File: src/rtl/fp_add_pkg.sv
`default_nettype none
// ============================================================================
// Module   : fp_add_pkg
// Brief    : Shared FP16 format constants and the stage-1 record of the
//            adder front end (unpack / compare / swap results).
// Revision : 1.0 - initial release
// ============================================================================
package fp_add_pkg;

  // FP16 format widths; the internal mantissa carries the hidden bit
  localparam int EXP_W = 5;
  localparam int MAN_W = 10;
  localparam int FP_W  = 1 + EXP_W + MAN_W;

  // Field positions inside a packed FP16 word
  localparam int c_sign_bit = FP_W - 1;
  localparam int c_exp_hi   = FP_W - 2;
  localparam int c_exp_lo   = MAN_W;
  localparam int c_frac_hi  = MAN_W - 1;
  localparam int c_frac_lo  = 0;

  // Stage-1 record: larger operand L, smaller operand S, shift distance d
  typedef struct packed {
    logic             s_l;
    logic [EXP_W-1:0] e_l;
    logic [MAN_W:0]   m_l;
    logic [MAN_W:0]   m_s;
    logic [EXP_W-1:0] d;
    logic             eff_sub;
  } s1_rec_t;

endpackage : fp_add_pkg
`default_nettype wire

File: src/rtl/align_shr.sv
`default_nettype none
// ============================================================================
// Module   : align_shr
// Brief    : Combinational alignment right shifter. Shifts out everything
//            once the distance reaches the operand width.
// Revision : 1.0 - initial release
// ============================================================================
module align_shr #(
  parameter int W  = 11,
  parameter int SW = 5
) (
  input  logic [W-1:0]  din,
  input  logic [SW-1:0] amt,
  output logic [W-1:0]  dout
);

  localparam logic [SW-1:0] c_limit = SW'(W);

  // Truncating shift; distances of W or more give zero
  always_comb begin
    dout = '0;
    if (amt < c_limit) begin
      dout = din >> amt;
    end
  end

endmodule : align_shr
`default_nettype wire

File: src/rtl/fp16_add_align_pipe.sv
`default_nettype none
// ============================================================================
// Module   : fp16_add_align_pipe
// Brief    : Two-stage FP16 adder front end (unpack, compare, swap, align,
//            add/sub) with valid/ready flow control, feeding a normalizer.
// Revision : 1.0 - initial release
// ============================================================================
module fp16_add_align_pipe
  import fp_add_pkg::*;
(
  input  logic              clk,
  input  logic              rst,
  input  logic              in_valid,
  output logic              in_ready,
  input  logic [FP_W-1:0]   op_a,
  input  logic [FP_W-1:0]   op_b,
  output logic              out_valid,
  input  logic              out_ready,
  output logic              sign,
  output logic [EXP_W-1:0]  exponent,
  output logic [MAN_W:0]    mantissa_add,
  output logic              if_carray,
  output logic              if_sub
);

  logic             s1_valid_q, s1_valid_d;
  s1_rec_t          s1_q, s1_d, s1_new;
  logic             out_valid_q, out_valid_d;
  logic             sign_q, sign_d;
  logic [EXP_W-1:0] exponent_q, exponent_d;
  logic [MAN_W:0]   mantissa_q, mantissa_d;
  logic             carry_q, carry_d;
  logic             sub_q, sub_d;

  logic             s2_adv, s1_adv;
  logic [EXP_W-1:0] a_exp, b_exp;
  logic [MAN_W:0]   a_man, b_man;
  logic             a_is_l;
  logic [MAN_W:0]   m_s_sh;
  logic [MAN_W+1:0] res12;

  // Pipeline advance: a stage moves when it is empty or its consumer takes it
  always_comb begin
    s2_adv = !out_valid_q || out_ready;
    s1_adv = !s1_valid_q || s2_adv;
  end

  assign in_ready = s1_adv;

  // Stage 1 datapath: flush denormals, pick the larger magnitude (tie -> A)
  always_comb begin
    a_exp  = op_a[c_exp_hi:c_exp_lo];
    b_exp  = op_b[c_exp_hi:c_exp_lo];
    a_man  = (a_exp == '0) ? '0 : {1'b1, op_a[c_frac_hi:c_frac_lo]};
    b_man  = (b_exp == '0) ? '0 : {1'b1, op_b[c_frac_hi:c_frac_lo]};
    a_is_l = (op_a[c_exp_hi:0] >= op_b[c_exp_hi:0]);
    s1_new = '0;
    s1_new.eff_sub = op_a[c_sign_bit] ^ op_b[c_sign_bit];
    if (a_is_l) begin
      s1_new.s_l = op_a[c_sign_bit];
      s1_new.e_l = a_exp;
      s1_new.m_l = a_man;
      s1_new.m_s = b_man;
      s1_new.d   = a_exp - b_exp;
    end else begin
      s1_new.s_l = op_b[c_sign_bit];
      s1_new.e_l = b_exp;
      s1_new.m_l = b_man;
      s1_new.m_s = a_man;
      s1_new.d   = b_exp - a_exp;
    end
  end

  // Stage 1 register load: capture a new record whenever the stage advances
  always_comb begin
    s1_valid_d = s1_valid_q;
    s1_d       = s1_q;
    if (s1_adv) begin
      s1_valid_d = in_valid;
      if (in_valid) begin
        s1_d = s1_new;
      end
    end
  end

  align_shr #(
    .W  (MAN_W + 1),
    .SW (EXP_W)
  ) u_align (
    .din  (s1_q.m_s),
    .amt  (s1_q.d),
    .dout (m_s_sh)
  );

  // Stage 2 datapath: L - S never goes negative because L has the larger magnitude
  always_comb begin
    if (s1_q.eff_sub) begin
      res12 = {1'b0, s1_q.m_l - m_s_sh};
    end else begin
      res12 = {1'b0, s1_q.m_l} + {1'b0, m_s_sh};
    end
  end

  // Stage 2 register load: exact zero results are forced to +0
  always_comb begin
    out_valid_d = out_valid_q;
    sign_d      = sign_q;
    exponent_d  = exponent_q;
    mantissa_d  = mantissa_q;
    carry_d     = carry_q;
    sub_d       = sub_q;
    if (s2_adv) begin
      out_valid_d = s1_valid_q;
      if (s1_valid_q) begin
        if (res12 == '0) begin
          sign_d     = 1'b0;
          exponent_d = '0;
          mantissa_d = '0;
          carry_d    = 1'b0;
          sub_d      = 1'b0;
        end else begin
          sign_d     = s1_q.s_l;
          exponent_d = s1_q.e_l;
          mantissa_d = res12[MAN_W:0];
          carry_d    = res12[MAN_W+1];
          sub_d      = s1_q.eff_sub;
        end
      end
    end
  end

  // State registers with synchronous reset clearing both stages
  always_ff @(posedge clk) begin
    if (rst) begin
      s1_valid_q  <= 1'b0;
      s1_q        <= '0;
      out_valid_q <= 1'b0;
      sign_q      <= 1'b0;
      exponent_q  <= '0;
      mantissa_q  <= '0;
      carry_q     <= 1'b0;
      sub_q       <= 1'b0;
    end else begin
      s1_valid_q  <= s1_valid_d;
      s1_q        <= s1_d;
      out_valid_q <= out_valid_d;
      sign_q      <= sign_d;
      exponent_q  <= exponent_d;
      mantissa_q  <= mantissa_d;
      carry_q     <= carry_d;
      sub_q       <= sub_d;
    end
  end

  assign out_valid    = out_valid_q;
  assign sign         = sign_q;
  assign exponent     = exponent_q;
  assign mantissa_add = mantissa_q;
  assign if_carray    = carry_q;
  assign if_sub       = sub_q;

endmodule : fp16_add_align_pipe
`default_nettype wire
File: config.mk
export PLATFORM = sky130hd
export DESIGN_NAME = fp16_add_align_pipe
export DESIGN_NICKNAME = d
export VERILOG_FILES = /design/src/rtl/fp_add_pkg.sv /design/src/rtl/align_shr.sv /design/src/rtl/fp16_add_align_pipe.sv
export SDC_FILE = /design/constraint.sdc
export NUM_CORES = 1
export LEC_CHECK = 0
export BUFFER_PORTS_ARGS = -buffer_cell sky130_fd_sc_hd__buf_2
export CAP_MARGIN = 20
export CORE_MARGIN = 2
export CORE_UTILIZATION = 42
export CTS_CLUSTER_SIZE = 14
export DETAILED_ROUTE_END_ITERATION = 10
export PLACE_DENSITY_LB_ADDON = 0.15
export SLEW_MARGIN = 20
export SYNTH_ARGS = -nofsm -noshare
export SYNTH_HDL_FRONTEND = slang
export SYNTH_SLANG_ARGS = --single-unit
File: constraint.sdc
create_clock -name clk -period 11.12 [get_ports clk]
set_input_delay 1.668 -clock clk [delete_from_list [all_inputs] [get_ports clk]]
set_output_delay 1.668 -clock clk [all_outputs]
set_load 0.005 [all_outputs]
* Word-level counts from Yosys, hierarchy flattened
Index checks and enable logic that the tools add are counted.
** Word-level totals
- Output and inout port bits :: 21
- Input port bits :: 36
- Memory bits (writable) :: 0
- Word-level logic and storage cells :: 40
- Memory bits (read-only) :: 0
- Bits in latches :: 0
- Memories kept :: 0
- Flip-flop bits (word level) :: 55
** Operators by class
- Multiplexer cells :: 10
- $mul :: 0
- Reduce and logical (&&, ||, !) cells :: 9
- Shift-type cells :: 1
- Divide/modulo/power cells :: 0
- Equal/unequal tests :: 0
- $add $sub $neg :: 4
- Magnitude comparators :: 2
- Bitwise gates (word level) :: 1
** Operators with widths (count)
- 2-to-1 mux 11 bit :: 4
- 2-to-1 mux 33 bit :: 1
- greater-or-equal comparator 15 bit :: 1
- adder 11 x 11 -> 12 bit :: 1
- zero test 12 bit :: 1
- 2-to-1 mux 12 bit :: 1
- >> shifter 11 x 5 -> 11 bit :: 1
- subtractor 11 bit :: 1
- zero test 5 bit :: 2
- subtractor 5 bit :: 2
- less-than comparator 5 x 4 -> 1 bit, second input constant :: 1
- 2-to-1 mux 5 bit :: 1
- AND reduction 2 bit :: 2
- 2-to-1 mux 1 bit :: 3
- zero test 1 bit :: 2
- logical OR 1 bit :: 2
- XOR 1 bit :: 1

* Depth between registers and ports, before layout
- Depth after elaboration :: 6
- Mapped depth :: 17
- Depth with buffers taken out :: 16

* Cells and area by module
Synthesis repeated with hierarchy kept, for this count alone.
** Unflattened totals
- Cells, all modules :: 544
- Area total of the unflattened synthesis :: 4302.9 um^2
** By module, submodules not included
- fp16_add_align_pipe :: sequential area each 1101.1 um^2, area an instance 3772.4 um^2, times used 1, cells each 488
- align_shr :: sequential area each 0.0 um^2, area an instance 530.5 um^2, times used 1, cells each 56

* Worst setup path after synthesis
Ideal clock, no wire load.
- Path kind :: register -> register
- From :: register s1_q[2] in the netlist's numbering
- To :: register exponent_q[0], in the netlist exponent[0]
- Library setup time :: 0.146 ns
- Slack :: 7.084 ns
- Buffers on the path :: 2
- Clock period less this slack :: 4.036 ns
- Required time :: 10.974 ns
- Cell stages (with the launch flop) :: 17
- Arrival :: 3.890 ns
- Cells stage by stage :: dfxtp_1 > clkbuf_1 > clkbuf_1 > mux2_2 > mux2i_1 > o22ai_1 > and2_1 > ha_1 > fa_1 > a211oi_1 > o21ai_0 > a21oi_1 > nor3_1 > a211oi_1 > nand3_1 > o41ai_2 > a21oi_1
** Between the ends
- Word-level cells in the longest chain between the ends :: 6
- Elaborated cells on any way between the ends :: 8
- Classes of those cells :: 2 x add/sub; 1 x order compare; 1 x shift; 3 x mux; 1 x reduce/logical
** Ends and longest elaborated chain
- from (decl) :: line fp16_add_align_pipe.sv:27 : s1_rec_t s1_q, s1_d, s1_new;
- from (signal assigned) :: line fp16_add_align_pipe.sv:136 : s1_q <= '0;
- from (signal assigned) :: line fp16_add_align_pipe.sv:145 : s1_q <= s1_d;
- less-than comparator 5 x 4 -> 1 bit / >> shifter 11 x 5 -> 11 bit (equally long branches) :: line align_shr.sv:22, align_shr.sv:23
- 2-to-1 mux 11 bit * :: line align_shr.sv:22 : if (amt < c_limit) begin
- adder 11 x 11 -> 12 bit / subtractor 11 bit (equally long branches) :: line fp16_add_align_pipe.sv:100, fp16_add_align_pipe.sv:98
- 2-to-1 mux 12 bit * :: line fp16_add_align_pipe.sv:97 : if (s1_q.eff_sub) begin
- zero test 12 bit * :: line fp16_add_align_pipe.sv:115 : if (res12 == '0) begin
- 2-to-1 mux 5 bit * :: line fp16_add_align_pipe.sv:115
- to (signal assigned) :: line fp16_add_align_pipe.sv:148 : exponent_q <= exponent_d;
- to (decl) :: line fp16_add_align_pipe.sv:30 : logic [EXP_W-1:0] exponent_q, exponent_d;
Every way passes the cells marked *; elsewhere a longest branch is shown, timed or not.
A chain may end at the register's enable or synchronous reset.

* Worst setup path after layout
- From :: register s1_q[1] in the netlist's numbering
- To :: register exponent_q[2], in the netlist exponent[2]
Same word-level chain as after synthesis.

==> summary by stage <==
CTS
The number of hold buffers added after CTS was 0. The H-tree was split into 2 levels. Clock tree synthesis inserted a total of 5 buffers.

The insertion delay to the later sink of the worst-skew pair is 320 ps. The CTS tree is yes. The cell sitting at the root of the clock tree is a sky130_fd_sc_hd__clkbuf_8.

The number of buffers on the longest clock path is 2. The clock-pin transition on the worst setup and hold timing paths is 90 ps. The buffers inserted during post-CTS setup optimization is 0. Counting every sink on the clock net gives 55.

The total of cells resized after clock tree synthesis is 0.

Yosys
Counting flops with a built-in enable in the synthesized netlist gives 0. Ranked by total cell area, the synthesized netlist is headed by sky130_fd_sc_hd__dfxtp_1, sky130_fd_sc_hd__ha_1, sky130_fd_sc_hd__nor2_1. Counting flops with an async set or reset pin after synthesis yields a share of 0%. Ranked by instance count, the synthesized netlist is headed by sky130_fd_sc_hd__nor2_1, sky130_fd_sc_hd__nand2_1, sky130_fd_sc_hd__dfxtp_1, sky130_fd_sc_hd__ha_1, sky130_fd_sc_hd__inv_1. The synthesized-area fraction occupied by ao, oa, aoi and oai cells is 22.6%. The mapped netlist covers 0.00425 sq mm. The number of instances in the synthesized netlist is 554. The proportion of synthesized area in mux cells is 6.47%. For this run, the register share of the synthesized area comes to 25.9%. The number of register bits inferred by synthesis is 55. The cell taking the most area after synthesis is sky130_fd_sc_hd__dfxtp_1. Summed over its instances, the top area cell type makes up 25.9% of the synthesized netlist area. A synthesized cell averages 7.68 sq um. The post-synthesis cell type count is 54. The post-synthesis simple-gate area fraction is 23.3%.

The library cell with the highest instance count after synthesis is sky130_fd_sc_hd__nor2_1. The Yosys step of the flow raised 0 warnings. The predominant post-synthesis flop cell is sky130_fd_sc_hd__dfxtp_1. The number of nets handed over by synthesis was 636. The arithmetic-cell share of the synthesized area counting full adders, half adders and majority gates is 14.2%. Of the total synthesized cell area, the portion taken by XOR and XNOR cells is 1.44%.

By area, the combinational part of the netlist is dominated by simple AND/OR/NAND/NOR gates.

Critical path
The data required time of the worst path is 11290 ps. The kind of critical path is reg -> reg. The highest cell delay on the worst timing path is 770 ps. The setup check on the worst reg-to-reg path leaves a slack of 6560 ps. The data arrival time of the critical path is 4730 ps.

The worst flop-to-flop path endpoint is exponent[2]. On the critical path, the stage with the largest delay is an instance of sky130_fd_sc_hd__o41ai_2. The worst setup path is captured at a register.

The most critical setup path has its startpoint at s1_q[1]. The worst register-to-register path has a depth of 14. Along the worst path, the maximum fanout reaches 17. The critical path goes through mux4_2 > mux2i_1 > o22ai_1 > and2_1 > ha_1 > fa_1 > a211oi_1 > o21ai_0 > a21oi_1 > nor3_1 > a211oi_1 > nand3_1 > o41ai_2 > a21oi_1. The critical path capture point is exponent[2]. The startpoint of the most critical register-to-register path is s1_q[1]. The kind of launch point of the worst setup path is a register.

Power
The power dissipated by switching net loads is 0.229 mW. Net switching is 38.5% of the power. In this run the power density over the cells is 126 mW/mm^2. Internal power comes to 0.366 mW. The sequential share of power is 39.2%.

The clock network is responsible for 19.2% of the overall power. The leakage dissipation is 2.14 nW. IR analysis of the VDD net gives a maximum drop of 0.0000512 V. Of the total power, combinational logic draws 41.6%.

Global route
The total overflow left after global routing is 0. The most crowded layer after global routing is met2. The met3 layer usage reported by global route is 2.31%.

The first global-routing pass estimated 19000 um of wire. The initial antenna violation count came to 0. The global-route usage over all layers is 21.1%. For this run, global-route usage on met1 was measured as 28.1%. The fraction of met2 tracks used by global routing is 34.6%. The largest net degree at the start of global routing is 50. The number of global-route vias before repair is 3882.

STA
The smallest clock period supported by the final layout is computed as 4560 ps. In the post-route analysis, the smallest setup slack over all paths is 6560 ps. At the pin with the least slew margin, the transition time is 1050 ps.

Setup repair after global routing left no endpoint under its margin. Setup violations remaining at the end of the flow were counted as 0. The highest attainable clock frequency is 0.219 GHz. The setup total negative slack is 0 ps. The worst slew margin relative to its limit is 29.6%. For the final database, setup skew stands at 16.1 ps. The final hold violation count is 0. The final-report max-slew violation count is 0. The worst hold-check slack is 461 ps. The post-route clock period utilization is 41.0%.

Floorplanning
The initial utilization of the core area, before any placement, comes to 43.3%. The floorplan has 36 rows. The die is 105 um wide.

The area of the placeable core is 0.00982 sq mm. Measured along the y axis, the die boundary spans 105 um. Pin placement for this block handled 57 I/O pins.

The floorplan step defined a die boundary enclosing 0.0109 sq mm.

Drt
The via density per instance is 5.62. The number of remaining DRC errors is 0. The via count is 4078. The first routing iteration left 215 violations. The count of nets left with antenna violations once routing finished came out at 0.

The number of search-and-repair iterations in the first detailed-routing pass is 4. In the final routed layout, each cell accounts on average for 15.5 um. The total wirelength of the detailed-routed design is 11200 um.

Final layout
The utilization of the core after routing is 47.9%. The antenna diode count is 0. The fraction of final layout cells sized beyond drive strength 1 is 13.5%. The number of nets in the layout is 674. The area of all placed cells without fillers is 0.00471 sq mm.

The filler cell count is 1063. The area overhead of the layout relative to synthesis is 10.7%.

Place
Before CTS, the worst setup slack after placement is 6350 ps. The routability-driven placement congestion ratio is 0.887. Input and output buffers added on the ports amount to 56. The placed cell area is 0.00461 sq mm. After legalization and detailed placement, the total HPWL measured 8890 um.

Min path
The type of the tightest min-delay check is reg -> reg.

Run
The max-capacitance violation count is 0.

Run status
The flow ran to the end, and the final reports show no timing, DRC or antenna violations.
## through the flow
stage / power [mW] / instances
after floorplan: 0.416 / 554
after global placement: 0.478 / 718
after detailed placement: 0.483 / 718
after CTS: 0.600 / 726
after global routing: 0.643 / 726
final: 0.595 / 726
## cell families (layout without fill, tap and decap cells)
| group | after synthesis | count (layout) |
|---|---|---|
| simple gates | 214 | 214 |
| compound gates | 140 | 140 |
| fa+ha+maj | 46 | 46 |
| xor+xnor | 7 | 7 |
| mux | 24 | 24 |
| flops | 55 | 55 |
| buf+inv | 68 | 107 |
## state kept, by name, indices dropped and copies added (netlist names)
| signal | count |
|---|---|
| out_valid | 1 |
| s1_valid_q | 1 |
| if_carray | 1 |
| sign | 1 |
| mantissa_add | 11 |
| s1_q | 34 |
| if_sub | 1 |
| exponent | 5 |
## cells in the final DEF, fill, tap and decap left out, types with 7 or more instances in the layout
cell type,synthesis,final
sky130_fd_sc_hd__a211oi_1,20,20
sky130_fd_sc_hd__a21oi_1,37,37
sky130_fd_sc_hd__a221oi_1,19,19
sky130_fd_sc_hd__buf_2,1,56
sky130_fd_sc_hd__dfxtp_1,55,55
sky130_fd_sc_hd__ha_1,42,42
sky130_fd_sc_hd__inv_1,40,40
sky130_fd_sc_hd__mux2i_1,17,17
sky130_fd_sc_hd__nand2_1,57,57
sky130_fd_sc_hd__nand3_1,9,9
sky130_fd_sc_hd__nand4_1,7,7
sky130_fd_sc_hd__nor2_1,66,66
sky130_fd_sc_hd__nor2b_1,9,9
sky130_fd_sc_hd__nor3_1,36,36
sky130_fd_sc_hd__o21ai_0,25,25
## power by group through the flow
stage | clock [mW] | combinational, mW | sequential (mW)
2_1_floorplan | 0 | 0.189 | 0.227
3_3_place_gp | 0 | 0.242 | 0.237
3_5_place_dp | 0 | 0.246 | 0.237
4_1_cts | 0.120 | 0.247 | 0.233
5_1_grt | 0.127 | 0.280 | 0.236
6_report | 0.115 | 0.248 | 0.233
## critical path: cells and delay by family, from the launching register on
kind / cells / cell delay, ps
AO/OA/AOI/OAI: 7 / 1920
flip-flops: 1 / 730
multiplexers: 2 / 700
adder cells (fa/ha/maj): 2 / 670
AND/OR/NAND/NOR: 3 / 410
## layout make-up
| class | instances | area (sq um) | area share, % |
|---|---|---|---|
| inverters | 41 | 154 | 3.27 |
| well taps | 133 | 166 | 3.53 |
| flip-flops and latches | 55 | 1100 | 23.4 |
| multi-input cells | 431 | 2900 | 61.5 |
| clock inverters | 1 | 8.76 | 0.186 |
| clock buffers | 7 | 86.3 | 1.83 |
| repair buffers | 58 | 295 | 6.27 |
## worst min path at each step
stage	cells after the start	slack, ps	end	start
after global placement	2	440	exponent[0]	exponent[0]
final	2	460	sign	s1_q[33]
after detailed placement	2	450	sign	s1_q[33]
after global routing	2	480	exponent[1]	exponent[1]
after CTS	2	460	sign	s1_q[33]
after floorplan	2	430	exponent[0]	s1_q[28]
## per-layer routing
layer | part of all wire, % | vias up
li1 | - | 2079
met1 | 48 | 1888
met2 | 46 | 89
met3 | 2.9 | 22
met4 | 2.7 | 0
met5 | 0 | -
No activity file was read; power rests on OpenSTA's default activity.
